`config.mk`:
```
export PLATFORM = sky130hd
export DESIGN_NAME = ofifo_drain_flat
export DESIGN_NICKNAME = d
export VERILOG_FILES = /design/src/rtl/ofifo_drain_if.sv /design/src/rtl/ofifo_drain.sv /design/src/flat_wrapper.sv
export SDC_FILE = /design/constraint.sdc
export NUM_CORES = 1
export LEC_CHECK = 0
export CAP_MARGIN = 40
export CORE_MARGIN = 10
export CORE_UTILIZATION = 45
export CTS_BUF_LIST = sky130_fd_sc_hd__clkbuf_4
export DETAILED_ROUTE_END_ITERATION = 6
export DONT_BUFFER_PORTS = 1
export GPL_ROUTABILITY_DRIVEN = 1
export PLACE_DENSITY_LB_ADDON = 0.05
export REMOVE_ABC_BUFFERS = 1
export SLEW_MARGIN = 40
export SYNTH_ARGS = -nofsm -noshare
export SYNTH_HDL_FRONTEND = slang
export SYNTH_SLANG_ARGS = --single-unit
```
`constraint.sdc`:
```
create_clock -name clk -period 2.27 [get_ports clk]
set_input_delay 0 -clock clk [delete_from_list [all_inputs] [get_ports clk]]
set_output_delay 0 -clock clk [all_outputs]
set_load 0.005 [all_outputs]
```
`src/rtl/ofifo_drain_if.sv`:
```
// Handshake and data bundle between the controller/OFIFO/psum SRAM side and the
// ofifo_drain engine.
interface ofifo_drain_if #(
  parameter int psum_bw = 16,
  parameter int col     = 8,
  parameter int addr_bw = 11,
  parameter int len_bw  = 11
);
  logic                      start;
  logic [addr_bw-1:0]        base_addr;
  logic [len_bw-1:0]         len;
  logic                      hold;
  logic                      ofifo_o_valid;
  logic [psum_bw*col-1:0]    ofifo_o_out;
  logic                      ofifo_rd;
  logic                      sram_cen;
  logic                      sram_wen;
  logic [addr_bw-1:0]        sram_addr;
  logic [psum_bw*col-1:0]    sram_d;
  logic                      busy;
  logic                      done;
  logic [len_bw-1:0]         wr_count;

  // Environment side: controller, OFIFO and SRAM arbiter.
  modport master (
    output start, base_addr, len, hold, ofifo_o_valid, ofifo_o_out,
    input  ofifo_rd, sram_cen, sram_wen, sram_addr, sram_d, busy, done, wr_count
  );

  // Drain engine side.
  modport slave (
    input  start, base_addr, len, hold, ofifo_o_valid, ofifo_o_out,
    output ofifo_rd, sram_cen, sram_wen, sram_addr, sram_d, busy, done, wr_count
  );
endinterface

```
`src/rtl/ofifo_drain.sv`:
```
// Drains completed psum vectors from the output FIFO into the psum SRAM at
// consecutive addresses, with a start/busy/done handshake for the controller.
module ofifo_drain #(
  parameter int psum_bw = 16,
  parameter int col     = 8,
  parameter int addr_bw = 11,
  parameter int len_bw  = 11
) (
  input logic         clk,
  input logic         reset,
  ofifo_drain_if.slave bus
);

  typedef enum logic [1:0] {IDLE, DRAIN, FLUSH, DONE} state_t;

  state_t             state;
  logic [addr_bw-1:0] base_q;
  logic [len_bw-1:0]  len_q;
  logic [len_bw-1:0]  pops;
  logic               pop;

  // Pop is combinational so the OFIFO sees the strobe in the same cycle the
  // head vector is captured.
  assign pop          = (state == DRAIN) && bus.ofifo_o_valid && !bus.hold && (pops < len_q);
  assign bus.ofifo_rd = pop;

  always_ff @(posedge clk or negedge reset) begin
    if (!reset) begin
      state         <= IDLE;
      base_q        <= '0;
      len_q         <= '0;
      pops          <= '0;
      bus.sram_cen  <= 1'b1;
      bus.sram_wen  <= 1'b1;
      bus.sram_addr <= '0;
      bus.sram_d    <= '0;
      bus.busy      <= 1'b0;
      bus.done      <= 1'b0;
      bus.wr_count  <= '0;
    end else begin
      // A pop in this cycle becomes the SRAM write of the next cycle; the
      // address counts pops so it equals base + writes already completed.
      bus.sram_cen <= !pop;
      bus.sram_wen <= !pop;
      if (pop) begin
        bus.sram_d    <= bus.ofifo_o_out;
        bus.sram_addr <= base_q + addr_bw'(pops);
        pops          <= pops + len_bw'(1);
      end
      if (!bus.sram_cen) begin
        bus.wr_count <= bus.wr_count + len_bw'(1);
      end

      case (state)
        IDLE: begin
          if (bus.start) begin
            base_q       <= bus.base_addr;
            len_q        <= bus.len;
            pops         <= '0;
            bus.wr_count <= '0;
            if (bus.len == '0) begin
              state    <= DONE;
              bus.done <= 1'b1;
            end else begin
              state    <= DRAIN;
              bus.busy <= 1'b1;
            end
          end
        end
        DRAIN: begin
          if (pop && (pops == len_q - len_bw'(1))) begin
            state <= FLUSH;
          end
        end
        FLUSH: begin
          state    <= DONE;
          bus.busy <= 1'b0;
          bus.done <= 1'b1;
        end
        DONE: begin
          state    <= IDLE;
          bus.done <= 1'b0;
        end
        default: begin
          state    <= IDLE;
          bus.busy <= 1'b0;
          bus.done <= 1'b0;
        end
      endcase
    end
  end

endmodule

```
`src/flat_wrapper.sv`:
```
// flat-port wrapper written by rule: the top's interface ports become plain ports
module ofifo_drain_flat 
#(
  parameter int psum_bw = 16,
  parameter int col     = 8,
  parameter int addr_bw = 11,
  parameter int len_bw  = 11
)
  (clk, reset, bus_start, bus_base_addr, bus_len, bus_hold, bus_ofifo_o_valid, bus_ofifo_o_out, bus_ofifo_rd, bus_sram_cen, bus_sram_wen, bus_sram_addr, bus_sram_d, bus_busy, bus_done, bus_wr_count);
  ofifo_drain_if #(.psum_bw(psum_bw), .col(col), .addr_bw(addr_bw), .len_bw(len_bw)) bus_i ();
  input logic clk;
  input logic reset;
  input wire logic [$bits(bus_i.start)-1:0] bus_start;
  input wire logic [$bits(bus_i.base_addr)-1:0] bus_base_addr;
  input wire logic [$bits(bus_i.len)-1:0] bus_len;
  input wire logic [$bits(bus_i.hold)-1:0] bus_hold;
  input wire logic [$bits(bus_i.ofifo_o_valid)-1:0] bus_ofifo_o_valid;
  input wire logic [$bits(bus_i.ofifo_o_out)-1:0] bus_ofifo_o_out;
  output wire logic [$bits(bus_i.ofifo_rd)-1:0] bus_ofifo_rd;
  output wire logic [$bits(bus_i.sram_cen)-1:0] bus_sram_cen;
  output wire logic [$bits(bus_i.sram_wen)-1:0] bus_sram_wen;
  output wire logic [$bits(bus_i.sram_addr)-1:0] bus_sram_addr;
  output wire logic [$bits(bus_i.sram_d)-1:0] bus_sram_d;
  output wire logic [$bits(bus_i.busy)-1:0] bus_busy;
  output wire logic [$bits(bus_i.done)-1:0] bus_done;
  output wire logic [$bits(bus_i.wr_count)-1:0] bus_wr_count;
  assign bus_i.start = bus_start;
  assign bus_i.base_addr = bus_base_addr;
  assign bus_i.len = bus_len;
  assign bus_i.hold = bus_hold;
  assign bus_i.ofifo_o_valid = bus_ofifo_o_valid;
  assign bus_i.ofifo_o_out = bus_ofifo_o_out;
  assign bus_ofifo_rd = bus_i.ofifo_rd;
  assign bus_sram_cen = bus_i.sram_cen;
  assign bus_sram_wen = bus_i.sram_wen;
  assign bus_sram_addr = bus_i.sram_addr;
  assign bus_sram_d = bus_i.sram_d;
  assign bus_busy = bus_i.busy;
  assign bus_done = bus_i.done;
  assign bus_wr_count = bus_i.wr_count;
  ofifo_drain #(.psum_bw(psum_bw), .col(col), .addr_bw(addr_bw), .len_bw(len_bw)) u_core (.clk(clk), .reset(reset), .bus(bus_i));
endmodule
```
==> results of run 1 <==
-- placed cells by master (no fill, tap or decap), types with 6 or more instances in the layout --
cell type | Yosys | routed
nand3_1 | 16 | 16
buf_6 | 0 | 6
buf_4 | 1 | 33
inv_2 | 1 | 7
nor2_1 | 29 | 28
clkbuf_4 | 0 | 17
nand4_1 | 6 | 6
a21oi_1 | 15 | 13
and3_1 | 6 | 6
inv_1 | 21 | 14
dfrtp_1 | 187 | 185
mux2_2 | 11 | 11
ha_1 | 29 | 24
nor3_1 | 6 | 6
xor2_1 | 10 | 10
o21ai_1 | 9 | 7
nand2_1 | 432 | 431
xnor2_1 | 28 | 27
o21ai_0 | 25 | 23
dlygate4sd3_1 | 0 | 176
-- per-layer routing --
metal,vias up,part of all wire (%),global-route usage (%)
li1,3379,-,-
met1,3456,38,24.0
met2,319,50,35.1
met3,46,9.9,8.22
met4,0,2.2,7.19
met5,-,0,0
-- final cells by class --
type | instances | share of cell area (%)
flip-flops and latches | 188 | 41.3
clock inverters | 14 | 1.33
inverters | 22 | 0.790
clock buffers | 17 | 1.12
well taps | 229 | 2.51
diodes | 4 | 0.0878
repair buffers | 228 | 21.0
multi-input cells | 677 | 31.9
-- what timing repair did --
| action | CTS | global route |
|---|---|---|
| endpoints found under the setup margin | 2 | 106 |
| hold buffers | 174 | 2 |
| pin swaps | 4 | 13 |
| cloned | 2 | 6 |
| endpoints found under the hold margin | 344 | 190 |
| buffers inserted | 7 | 5 |
| gates resized for setup | 16 | 36 |
-- worst max path at each step --
stage | from | slack (ns) | endpoint | cells past startpoint
global placement | u_core.pops[0]$_DFF_PN0_ | 0.03 | u_core.bus.sram_addr[10]$_DFFE_PN0N_ | 10
floorplan | u_core.pops[9]$_DFF_PN0_ | -2.58 | u_core.bus.sram_addr[9]$_DFFE_PN0N_ | 9
CTS | u_core.len_q[8]$_DFFE_PN0P_ | -0.004 | bus_ofifo_rd | 9
finish | u_core.len_q[8]$_DFFE_PN0P_ | 0.03 | u_core.bus.sram_d[12]$_DFFE_PN0N_ | 12
detailed placement | u_core.pops[0]$_DFF_PN0_ | 0.02 | u_core.bus.sram_addr[10]$_DFFE_PN0N_ | 10
global route | u_core.len_q[2]$_DFFE_PN0P_ | -0.09 | bus_ofifo_rd | 9
-- cells by family (layout without fill, tap and decap cells) --
group                    count (synthesis)  count (layout)  share of synthesized area (%)
multiplexers                            16              16                           2.13
XOR/XNOR                                38              38                           3.95
AND/OR/NAND/NOR                        524             524                           25.4
flip-flops                             188             188                           55.9
adder cells (fa/ha/maj)                 30              30                           4.55
other                                    0               4                              0
AO/OA/AOI/OAI                           69              69                           4.91
buffers and inverters                   62             281                           3.15
-- stage by stage --
step           util, %  instance area [sq um]
6_report          62.6                  11400
5_1_grt           62.6                  11400
4_1_cts           60.7                  11000
3_5_place_dp      48.5                   8840
3_3_place_gp      48.5                   8840
2_1_floorplan        -                   8230
-- registers in the layout, indices dropped and copies added, names as in the netlist --
register              count
u_core.base_q            11
u_core.bus.busy           1
u_core.bus.sram_addr     11
u_core.bus.sram_d       128
u_core.len_q             11
u_core.bus.sram_cen       1
u_core.state              2
u_core.bus.done           1
u_core.bus.wr_count      11
u_core.pops              11
-- report_power, final --
| group | leakage, uW | switching, uW | internal, uW |
|---|---|---|---|
| combinational | 0.00306 | 2160 | 1970 |
| clock | 0.000153 | 1320 | 496 |
| sequential | 0.00236 | 1410 | 4750 |
==> out/results.txt, run 1 <==
Async S/R FF share, synth: 100%
Total GRT Usage: 21.0%
Std-Cell Rows: 49
Slowest-stage cell, CP: dfrtp_1
fmax: 446 MHz
Final GP Congestion: 0.803
CP arrival: 2.77 ns
vias in the first global route: 7,464
setup TNS: 0 ns
drt pass-1 iters: 5
top post-synthesis cells by count: 432 x nand2_1, 187 x dfrtp_1, 29 x ha_1, 29 x nor2_1, 28 x xnor2_1
Multi-input gate area: 3630 sq um
number of synthesized flops with an enable pin: 0
final hold viol count: 188
max-cap violations: 0
post-synthesis cell count: 927
Pleak: 0.00557 uW
Yosys top cell by area: dfrtp_1
Clock Skew: 0.0455 ns
H-tree depth: 4
Die Wd: 157 um
CP max FO: 10
initial antenna violation count: 3
1st-iter DRT viols: 444
failing checks: hold timing
max_slew headroom: 64.9%
synthesis-to-layout area growth: 35.4%
height of the die: 157 um
post-placement cell count: 1,148
Worst Path Buf+Inv: 4
CP required: 2.80 ns
Num CTS Buffers: 17
r2r endpoint: u_core.bus.sram_d[12]$_DFFE_PN0N_
min Tclk post-route: 2.24 ns
worst skew pair latency: 0.59 ns
worst reg-to-reg setup slack: 0.03 ns
DR vias: 7,200
vias per cell: 5.22
setup violators final: 0
Max clock buf depth: 2
layout cells sized above 1: 12.2%
core area: 18,200 sq um
pin count of the biggest net entering global routing: 189
I/O pin count: 310
first-pass GRT wire length: 41,000 um
IO buf count: 0
hold_ws: -0.904 ns
top-count cell post-synth: nand2_1
Largest stage delay, worst path: 0.43 ns
crit start category: flop
status: complete, but fails checks
Largest delay share family, worst path: buffers and inverters
Critical R2R Launch: u_core.len_q[8]$_DFFE_PN0P_
DIE AREA: 24,600 sq um
clock sinks: 188
measured slew at the worst slew-check pin: 0.526 ns
synthesized area: 8420 sq um
Worst Reg-to-Reg Cells: 12
Mapped Avg Cell Area: 9.08 sq um
Worst Hold Class: primary input to asynchronous set/reset pin
root buffer cell: clkbuf_4
Synth Register Bits: 188
WS Path Type: flop to flop
Routed wire per std cell: 19.9 um
grt ovf: 0
drt drc: 0
Routed Antenna Nets: 0
post-DP HPWL: 17,400 um
synth top area cells: dfrtp_1 56%, nand2_1 19%, ha_1 4.3%
CTS tree: built
Tot Pwr: 12,100 uW
RSZ-0062 raised after global routing: yes
post-place setup slack: 0.0228 ns
Worst-path clk slew: 0.18 ns
Peak VDD IR: 526 uV
ys flop type: dfrtp_1
Pwr Density: 1060 nW/um^2
Final nets: 1,319
Finished Layout Cells: 1,379
WL final: 27,500 um
worst-path cell chain: inv_2 -> ha_1 -> nand2_1 -> nor2_2 -> a221oi_2 -> o21ai_2 -> nor2_4 -> buf_6 -> buf_4 -> bufbuf_16 -> nand2_1 -> nand2_1
Tcrit/Tclk final: 98.7%
top-area cell type share of the netlist area: 55.6%
Critical Path End Type: flop
Yosys cell types: 48
synth warn: 0
CP most frequent cell: nand2_1
Seq/Total Area, Yosys: 55.9%
register area: 4710 sq um
worst setup margin: 0.0303 ns
max-slew violation count: 0
starting density of the core: 46.2%
Fill cells: 1,477
No activity file was read; power rests on OpenSTA's default activity.
==> run 2: changes to the inputs <==
Clock period 2.27 ns to 2.7 ns, I/O delays scaled along.
==> run 2 against run 1 <==
  * The flow still finishes with violations (hold timing)
  * Design area shrank 6.9%
  * Sequential cell count is the same
  * Clock-buffer cell count is the same
  * Core utilization shrank 4.3 points
  * Combinational power shrank 31%
  * Sequential share of layout area grew 3.1 points
  * Routed wire length shrank 9.0%
  * Sequential power shrank 16%
  * First-iteration DRC count shrank 0.23%
==> out/results.txt, run 2 (synthesis results as in run 1) <==
Gate power share: 29.6%
Tot Pwr: 9610 uW
setup TNS: 0 ns
post-layout util: 58.3%
Worst-path clk slew: 0.17 ns
Multi-input gate area: 3450 sq um
Tcrit/Tclk final: 91.3%
clock sinks: 188
synthesis-to-layout area growth: 26.0%
register area: 4710 sq um
Routed Antenna Nets: 0
WL final: 25,000 um
grt met1 use: 21.6%
Std-Cell Rows: 49
layout cells sized above 1: 6.86%
most frequent cells in the layout: 432 x nand2_1, 186 x dfrtp_1, 154 x dlygate4sd3_1
CTS tree: built
CP required: 3.19 ns
core area: 18,200 sq um
measured slew at the worst slew-check pin: 0.509 ns
switch share: 40.7%
root buffer cell: clkbuf_4
Worst Hold Class: primary input to asynchronous set/reset pin
Pwr Density: 906 nW/um^2
max-slew violation count: 0
Fill cells: 1,563
Num CTS Buffers: 17
WS Path Type: flop to flop
GRT busiest layer: met2
Final GP Congestion: 0.820
met2 usage: 33.7%
I/O pin count: 310
power share of the clock group: 16.3%
Total GRT Usage: 19.6%
final hold viol count: 188
worst reg-to-reg setup slack: 0.23 ns
status: complete, but fails checks
drt pass-1 iters: 5
hold_ws: -0.888 ns
1st-iter DRT viols: 443
H-tree depth: 4
Die Wd: 157 um
initial antenna violation count: 1
min Tclk post-route: 2.47 ns
post-DP HPWL: 17,100 um
first-pass GRT wire length: 38,500 um
Max clock buf depth: 2
max reg flops: 128
internal power: 5700 uW
sequential power share: 54.2%
DIE AREA: 24,600 sq um
Final nets: 1,265
grt ovf: 0
post-place setup slack: 0.181 ns
most common cell after layout, fill and taps aside: nand2_1
met3 usage: 8.55%
CP max FO: 63
max_slew headroom: 65.8%
vias per cell: 5.15
pin count of the biggest net entering global routing: 189
worst setup margin: 0.234 ns
Critical Path End Type: flop
CP arrival: 2.96 ns
Routed wire per std cell: 18.9 um
crit start category: flop
RSZ-0062 raised after global routing: no
Clock Skew: 0.0231 ns
vias in the first global route: 7,131
IO buf count: 0
DR vias: 6,810
net switching power figure: 3910 uW
worst skew pair latency: 0.57 ns
Top reg by flops: u_core.bus.sram_d
starting density of the core: 46.2%
Pleak: 0.00524 uW
fmax: 406 MHz
height of the die: 157 um
failing checks: hold timing
drt drc: 0
max-cap violations: 0
setup violators final: 0
Peak VDD IR: 528 uV
run 2: layer usage:
metal / part of all wire, % / vias up
met1: 37 / 3296
met3: 9.4 / 22
met4: 1.5 / 0
met5: 0 / -
li1: - / 3262
met2: 52 / 230
run 2: worst paths after layout:
kind / from / to / depth (start not counted)
min reg2reg: u_core.bus.sram_d[111]$_DFFE_PN0N_ / u_core.bus.sram_d[111]$_DFFE_PN0N_ / 2
max in group asynchronous: reset / u_core.bus.sram_d[99]$_DFFE_PN0N_ / 0
min in group clk: bus_ofifo_o_out[35] / u_core.bus.sram_d[35]$_DFFE_PN0N_ / 3
min: reset / u_core.bus.sram_d[88]$_DFFE_PN0N_ / 0
max reg2reg: u_core.pops[10]$_DFF_PN0_ / u_core.pops[1]$_DFF_PN0_ / 11
max: u_core.pops[10]$_DFF_PN0_ / u_core.pops[1]$_DFF_PN0_ / 11
run 2: power by group through the flow:
stage	combinational (uW)	clock, uW	sequential, uW
after global placement	2470	0	5300
final	2840	1560	5200
after CTS	2780	1610	5260
after floorplan	2050	0	4790
after detailed placement	2610	0	5290
after global routing	3270	1750	5390
run 2: cell type report:
class,instances,share of cell area (%)
flip-flops and latches,188,44.4
multi-input cells,677,32.6
repair buffers,174,16.7
well taps,229,2.70
clock inverters,15,1.59
clock buffers,17,1.20
inverters,22,0.802
diodes,1,0.0236
run 2: critical path, cell delays in order, from the launching register on:
cell      delay, ns
dfrtp_1        0.49
ha_1           0.34
nand2_1        0.08
nor2_1         0.18
o211ai_1       0.17
a21oi_4        0.30
nor2_4         0.10
buf_4          0.16
inv_4          0.08
buf_12         0.25
nand2_1        0.09
a21oi_1        0.14
run 2: metrics by stage:
step                instances  cell area, sq um
detailed placement       1130              8680
floorplan                 887              8230
global route             1323             10600
global placement         1130              8680
finish                   1323             10600
CTS                      1314             10500
run 2: what timing repair did:
action / CTS / global route
setup buffers: 0 / 4
hold buffers: 152 / 2
gates resized for setup: 0 / 2
setup endpoints to repair: 0 / 2
hold endpoints to repair: 354 / 190
==> run 3: changes to the inputs <==
Settings changed: CELL_PAD_IN_SITES_DETAIL_PLACEMENT set to 0, CELL_PAD_IN_SITES_GLOBAL_PLACEMENT set to 1.
==> run 3 against run 2 <==
  * The flow still finishes with violations (hold timing)
  * Via count up 1.6%
  * Fmax down 2.2%
  * Clock skew up 0.012 ns
  * Die area unchanged
  * Sequential cell count unchanged
  * Worst setup slack worse by 0.056 ns
  * Total power up 0.50%
  * Design area up 1.2%
  * Global-route usage up 0.98 points
  * Combinational power about the same
  * Worst hold slack worse by 0.019 ns
  * Core utilization up 0.70 points
  * Critical path type unchanged
  * Critical endpoint is now u_core.bus.sram_d[12]$_DFFE_PN0N_
  * Largest power group unchanged
==> out/results.txt, run 3 (synthesis results as in run 1) <==
CTS tree: built
WL final: 26,000 um
first-pass GRT wire length: 40,000 um
WS Path Type: flop to flop
core area: 18,200 sq um
drt drc: 0
Critical Path End Type: flop
fmax: 397 MHz
I/O pin count: 310
H-tree depth: 4
synthesis-to-layout area growth: 27.6%
Std-Cell Rows: 49
worst setup margin: 0.178 ns
DIE AREA: 24,600 sq um
CP max FO: 42
Max clock buf depth: 2
setup violators final: 0
height of the die: 157 um
DR vias: 6,919
Cell Area, Placed: 8720 sq um
Clock Skew: 0.0349 ns
Routed Antenna Nets: 0
worst skew pair latency: 0.58 ns
max_slew headroom: 60.1%
min Tclk post-route: 2.52 ns
Final GP Congestion: 0.842
clock sinks: 188
max-slew violation count: 0
Die Wd: 157 um
measured slew at the worst slew-check pin: 0.598 ns
net switching power figure: 3940 uW
starting density of the core: 46.2%
internal power: 5710 uW
max-cap violations: 0
max reg flops: 128
Num CTS Buffers: 17
root buffer cell: clkbuf_4
hold_ws: -0.907 ns
Worst Hold Class: primary input to asynchronous set/reset pin
pin count of the biggest net entering global routing: 189
Routed wire per std cell: 19.5 um
most frequent cells in the layout: 432 x nand2_1, 187 x dfrtp_1, 167 x dlygate4sd3_1
Fill cells: 1,594
CP arrival: 3.05 ns
Pleak: 0.00531 uW
failing checks: hold timing
power share of the clock group: 15.9%
vias per cell: 5.18
switch share: 40.8%
Tcrit/Tclk final: 93.4%
IO buf count: 0
post-DP HPWL: 17,800 um
vias in the first global route: 7,248
post-layout util: 59.0%
crit start category: flop
CP required: 3.23 ns
post-place setup slack: 0.160 ns
drt pass-1 iters: 5
layout cells sized above 1: 6.96%
Pwr Density: 899 nW/um^2
Top reg by flops: u_core.bus.sram_d
grt ovf: 0
most common cell after layout, fill and taps aside: nand2_1
Gate power share: 29.7%
initial antenna violation count: 1
final hold viol count: 188
Peak VDD IR: 436 uV
Final nets: 1,279
sequential power share: 54.3%
status: complete, but fails checks
1st-iter DRT viols: 333
Worst-path clk slew: 0.18 ns
Total GRT Usage: 20.5%
design area: 10,700 sq um
run 3: cell count changes in the layout (fill, tap and decap cells not counted), moves of 2 or more:
cell           change
clkinv_2           +2
dlygate4sd3_1     +13
inv_6              -2
inv_8              +2
run 3: per-layer routing:
metal | global-route usage (%) | vias to the layer above | wire length, um
li1 | - | 3298 | -
met4 | 6.38 | 0 | 435
met2 | 34.9 | 267 | 13300
met1 | 23.4 | 3322 | 9890
met5 | 0 | - | 0
met3 | 7.87 | 32 | 2400
run 3: critical path, stage by stage, from the launching register on:
cell and delay (ns):
dfrtp_1 0.43, inv_1 0.07, ha_1 0.30, nand2_1 0.08, nor2_1 0.21, o211ai_1 0.18
a21oi_4 0.31, nor2_4 0.09, buf_4 0.17, inv_4 0.21, buf_12 0.24, nand2_1 0.09
nand2_1 0.08
run 3: cell type report:
cell class / count / area, sq um / area share [%]
diodes: 1 / 2.50 / 0.0233
repair buffers: 188 / 1910 / 17.8
flip-flops and latches: 188 / 4710 / 43.8
clock buffers: 18 / 135 / 1.26
inverters: 22 / 85.1 / 0.793
well taps: 229 / 287 / 2.67
multi-input cells: 677 / 3460 / 32.2
clock inverters: 14 / 148 / 1.38
run 3: power groups by stage:
stage	clock network [uW]	registers [uW]	logic (uW)
floorplan	0	4790	2050
global placement	0	5340	2490
detailed placement	0	5330	2620
CTS	1590	5300	2810
global route	1710	5420	3310
finish	1540	5250	2870
run 3: path summary, 6_finish.rpt:
kind / start / endpoint / slack [ns] / cells after the start
setup / recovery: u_core.len_q[10]$_DFFE_PN0P_ / u_core.bus.sram_d[12]$_DFFE_PN0N_ / 0.18 / 12
hold / removal: reset / u_core.base_q[8]$_DFFE_PN0P_ / -0.91 / 0
setup reg to reg: u_core.len_q[10]$_DFFE_PN0P_ / u_core.bus.sram_d[12]$_DFFE_PN0N_ / 0.18 / 12
hold reg to reg: u_core.base_q[3]$_DFFE_PN0P_ / u_core.base_q[3]$_DFFE_PN0P_ / 0.54 / 1
max in group asynchronous: reset / u_core.bus.sram_cen$_DFF_PN1_ / 3.16 / 0
min in group clk: bus_ofifo_o_out[93] / u_core.bus.sram_d[93]$_DFFE_PN0N_ / 0.05 / 3
run 3: metrics by stage:
stage          TNS (ns)  std cells  total power (uW)
4_1_cts               0       1328              9690
2_1_floorplan   -271.30        887              6840
5_1_grt         -0.0598       1337             10500
6_report              0       1337              9660
3_5_place_dp          0       1134              7950
3_3_place_gp          0       1134              7840
run 3: timing repair:
action,4_1_cts,5_1_grt
endpoints found under the hold margin,350,193
resized for setup,0,3
buffers inserted,0,2
endpoints found under the setup margin,0,13
hold buffers,162,5
